==> src/rtl/serial_rx8_deserializer.sv <==
// Serial receive deserializer: start bit, DATA_W data bits LSB first, stop bit -> q (valid/ready).
// Define PARITY_CHECK_EN to expect and check an even-parity bit between data and stop.
module serial_rx8_deserializer #(
    parameter int unsigned DATA_W = 8,
    parameter int unsigned CNT_W  = 3
) (
    input  logic              clk,
    input  logic              reset_n,
    input  logic              s_in,
    input  logic              s_valid,
    output logic [DATA_W-1:0] q,
    output logic              q_valid,
    input  logic              q_ready,
    output logic              busy,
    output logic              frame_err,
    output logic              overrun,
    output logic              parity_err
);

    typedef enum logic [1:0] {StIdle, StData, StParity, StStop} state_e;

    state_e            state_q, state_d;
    logic [DATA_W-1:0] shreg_q, shreg_d;
    logic [DATA_W-1:0] word_q, word_d;
    logic [CNT_W-1:0]  cnt_q, cnt_d;
    logic              valid_q, valid_d;
    logic              ferr_q, ferr_d;
    logic              ovr_q, ovr_d;
    logic              perr_q, perr_d;
    logic              good_frame;
`ifdef PARITY_CHECK_EN
    logic              par_q, par_d;
`endif

    always_ff @(posedge clk or negedge reset_n) begin
        if (!reset_n) begin
            state_q <= StIdle;
            shreg_q <= '0;
            word_q  <= '0;
            cnt_q   <= '0;
            valid_q <= 1'b0;
            ferr_q  <= 1'b0;
            ovr_q   <= 1'b0;
            perr_q  <= 1'b0;
`ifdef PARITY_CHECK_EN
            par_q   <= 1'b0;
`endif
        end else begin
            state_q <= state_d;
            shreg_q <= shreg_d;
            word_q  <= word_d;
            cnt_q   <= cnt_d;
            valid_q <= valid_d;
            ferr_q  <= ferr_d;
            ovr_q   <= ovr_d;
            perr_q  <= perr_d;
`ifdef PARITY_CHECK_EN
            par_q   <= par_d;
`endif
        end
    end

    always_comb begin
        state_d    = state_q;
        shreg_d    = shreg_q;
        word_d     = word_q;
        cnt_d      = cnt_q;
        valid_d    = valid_q;
        ferr_d     = 1'b0;
        ovr_d      = ovr_q;
        perr_d     = 1'b0;
        good_frame = 1'b0;
`ifdef PARITY_CHECK_EN
        par_d      = par_q;
`endif

        if (valid_q && q_ready) begin
            valid_d = 1'b0;
        end

        if (s_valid) begin
            unique case (state_q)
                StIdle: begin
                    if (!s_in) begin
                        state_d = StData;
                        cnt_d   = '0;
                    end
                end
                StData: begin
                    shreg_d[cnt_q] = s_in;
                    cnt_d          = cnt_q + 1'b1;
                    if (cnt_q == CNT_W'(DATA_W - 1)) begin
`ifdef PARITY_CHECK_EN
                        state_d = StParity;
`else
                        state_d = StStop;
`endif
                    end
                end
`ifdef PARITY_CHECK_EN
                StParity: begin
                    par_d   = s_in;
                    state_d = StStop;
                end
`endif
                StStop: begin
                    state_d = StIdle;
                    // A bad stop bit masks any parity problem.
                    if (!s_in) begin
                        ferr_d = 1'b1;
                    end else begin
`ifdef PARITY_CHECK_EN
                        if (par_q != ^shreg_q) begin
                            perr_d = 1'b1;
                        end else begin
                            good_frame = 1'b1;
                        end
`else
                        good_frame = 1'b1;
`endif
                    end
                end
                default: state_d = StIdle;
            endcase
        end

        // Commit wins over a same-edge handshake; otherwise the pending word blocks it.
        if (good_frame) begin
            if (!valid_q || q_ready) begin
                word_d  = shreg_q;
                valid_d = 1'b1;
            end else begin
                ovr_d = 1'b1;
            end
        end
    end

    assign q          = word_q;
    assign q_valid    = valid_q;
    assign busy       = (state_q != StIdle);
    assign frame_err  = ferr_q;
    assign overrun    = ovr_q;
    assign parity_err = perr_q;

endmodule

==> config.mk <==
export PLATFORM = sky130hd
export DESIGN_NAME = serial_rx8_deserializer
export DESIGN_NICKNAME = d
export VERILOG_FILES = /design/src/rtl/serial_rx8_deserializer.sv
export SDC_FILE = /design/constraint.sdc
export NUM_CORES = 1
export LEC_CHECK = 0
export CAP_MARGIN = 10
export CORE_MARGIN = 3
export CORE_UTILIZATION = 41
export CTS_CLUSTER_DIAMETER = 150
export CTS_CLUSTER_SIZE = 25
export DETAILED_ROUTE_END_ITERATION = 8
export MAX_ROUTING_LAYER = met4
export PLACE_DENSITY = 0.75
export SYNTH_ARGS = -nofsm -noshare
export SYNTH_HDL_FRONTEND = slang
export SYNTH_SLANG_ARGS = --single-unit
==> constraint.sdc <==
create_clock -name clk -period 1.5 [get_ports clk]
set_input_delay 0.3 -clock clk [delete_from_list [all_inputs] [get_ports clk]]
set_output_delay 0.3 -clock clk [all_outputs]
set_load 0.005 [all_outputs]
==> out/summary.txt <==
First-pass GRT wire length: 3229 um
Clk sinks: 24
Cells along the critical path: buf_6 > nand4b_1 > nor3b_2 > mux2_4
Required @ worst endpoint: 1.70 ns
Post-synthesis sequential area ratio: 58.18%
Critical Path Start Type: flip-flop
Routability congestion estimate: 0.8292
Num rows: 17
Antenna-violating nets left: 0
Root Driver: clkbuf_4
Core Area: 0.002297 mm2
Reg2Reg Capture Point: shreg_q[3]
Drt first pass iters: 4
IR drop worst, VDD: 0.001121 V
GRT overflow: 0
P&R area growth vs syn: 30.55%
Vias: 691
Clock transition at the registers of the reported paths: 0.12 ns
Post-Syn Area per Cell: 12.90 um2
Fin crit period: 1.533 ns
PwrDens: 1518 mW/mm2
Max Cap Viol: 0
Slowest stage delay, CP: 0.42 ns
Vias in the first global route: 709
Drt drc: 0
DR vias/cell: 5.235
Number of buffers added on ports: 16
TritonCTS clock tree: done
Warnings from Yosys: 0
Pin count of the biggest net entering global routing: 25
Hold slack: 0.3422 ns
CP bufs+invs: 1
Diode count: 0
RSZ-0062 raised after global routing: true
Initial core utilization: 44.93%
Top-level I/O count: 18
Largest fanout on the critical path: 4
Slew Limit Fails: 0
Die extent in x: 56.18 um
#FFs+latches synth: 24
Kind of cell adding the most delay to the critical path: simple AND/OR/NAND/NOR gates
Worst Clk Skew: 0.001761 ns
Synthesized area: 0.001032 mm2
Post-DP HPWL: 1258 um
Reg2Reg Setup Slack: -0.03 ns
Crit. End Element: flip-flop
Final setup vio count: 3
Tcrit/Tclk final: 102.2%
Reg2Reg Depth: 4
Failing checks: negative setup slack
Class of the worst hold path: in -> async
Tot GR Track Use: 13.16%
Post-synthesis cell count: 80
H-Tree Depth: 1
Initial antenna violation count: 0
Post-Syn Nets: 87
Layout cells sized above 1: 35.58%
Slowest-stage cell, CP: dfrtp_2
Die height: 56.18 um
Area of the die: 0.003156 mm2
Fmax: 652.3 MHz
Critical path arrival: 1.74 ns
Endpoints failing hold: 0
Setup WS post-layout: -0.03294 ns
Netlist cell types: 27
Leak: 0.7898 nW
Nets: 113
Clock Latency Late Sink: 0.30 ns
Final std cell area, no fill: 0.001348 mm2
Drt wl/cell: 13.80 um
WS Path Type: reg -> reg
Status: finished, violations left
Cell area after placement: 0.001252 mm2
Detailed Route WL: 1822 um
Clk buf depth: 2
Num CTS Buffers: 3
Hold buffers post-CTS: 0
Initial DRC Count: 15
Worst r2r src: state_q[1]
-- repair_timing --
action | in CTS | in global routing
setup endpoints to repair | 2 | 15
pin swaps | 1 | 2
resized for setup | 4 | 17
buffers inserted | 2 | 1
hold endpoints to repair | 0 | 0
-- cell families after synthesis --
logic type / after synthesis / synth area share, %
DFF: 24 / 58.18
and+or+nand+nor: 20 / 12.00
muxes: 15 / 16.36
AOI/OAI and AO/OA: 10 / 6.547
buffers and inverters: 8 / 4.121
adders and majority gates: 2 / 2.424
other: 1 / 0.3633
-- state kept, by name, summed over array words and instances, names as in the netlist --
register	flops
frame_err	1
q	8
cnt_q	3
overrun	1
shreg_q	8
q_valid	1
state_q	2
-- cell usage after synthesis, drive strengths merged --
cell	instances	area [um2]
dfrtp	24	600.6
mux2	15	168.9
buf	6	35.03
nand2	4	15.01
a21oi	2	10.01
a22o	2	17.52
ha	2	25.02
inv	2	7.510
nand3	2	10.01
nand3b	2	15.01
nor2	2	7.510
nor3b	2	15.01
o21ai	2	10.01
a21o	1	7.510
and3b	1	10.01
and4bb	1	12.51
conb	1	3.750
nand2b	1	6.260
nand4	1	6.260
nand4b	1	8.760
nor2b	1	6.260
nor3	1	5.000
o211ai	1	7.510
o21bai	1	7.510
o31ai	1	7.510
or2	1	6.260
-- through the flow --
step	setup slack, ns	setup TNS (ns)	cells	total power, mW	util (%)
floorplan	0.1434	0	80	1.457	-
global placement	-0.2316	-2.909	126	1.733	54.52
detailed placement	-0.2909	-3.048	126	1.764	54.52
CTS	-0.02876	-0.02876	131	2.060	56.43
global route	-0.07626	-0.2127	132	2.220	58.66
finish	-0.03294	-0.04082	132	2.046	58.66
-- power breakdown --
group / switching [mW] / total [mW] / internal, mW
clock: 0.173 / 0.266 / 0.0938
combinational: 0.254 / 0.720 / 0.466
sequential: 0.176 / 1.06 / 0.884
-- cell type report --
type                            instances  area, um2
Sequential cell                        24      601.8
Fill cell                             188      949.7
Timing Repair Buffer                   27      269.0
Tap cell                               28      35.03
Inverter                                2      7.507
Clock buffer                            3      22.52
Multi-Input combinational cell         48      411.6
-- layout by cell type, fill, tap and decap left out, types with 2 or more instances in the layout --
cell type | Yosys | layout
a22o_1 | 2 | 2
dlymetal6s2s_1 | 0 | 11
o21ai_0 | 2 | 2
clkbuf_4 | 0 | 3
nand2_1 | 4 | 4
clkdlybuf4s50_1 | 0 | 4
nor2_1 | 2 | 2
ha_1 | 2 | 2
inv_1 | 2 | 2
nand3_1 | 2 | 2
mux2_2 | 15 | 13
dfrtp_1 | 24 | 23
mux2_4 | 0 | 2
buf_4 | 2 | 10
nor3b_2 | 0 | 2
a21oi_1 | 2 | 2
nand3b_1 | 2 | 2
-- layer usage --
layer / up-vias / part of all wire [%] / global-route usage [%]
met5: - / 0 / -
met4: 0 / 0.99 / 2.034
met3: 2 / 4.9 / 4.408
met2: 24 / 45 / 20.37
met1: 337 / 49 / 17.18
li1: 328 / - / -
-- worst max path at each step --
stage            endpoint  startpoint  slack [ns]  depth (start not counted)
2_1_floorplan  shreg_q[3]  state_q[1]        0.14                          3
3_3_place_gp   shreg_q[3]     s_valid       -0.23                          4
3_5_place_dp   shreg_q[3]     s_valid       -0.29                          4
4_1_cts        shreg_q[5]  state_q[1]       -0.03                          4
5_1_grt        shreg_q[5]  state_q[1]       -0.08                          4
6_report       shreg_q[3]  state_q[1]       -0.03                          4
Power figures use the tool's default switching activity.
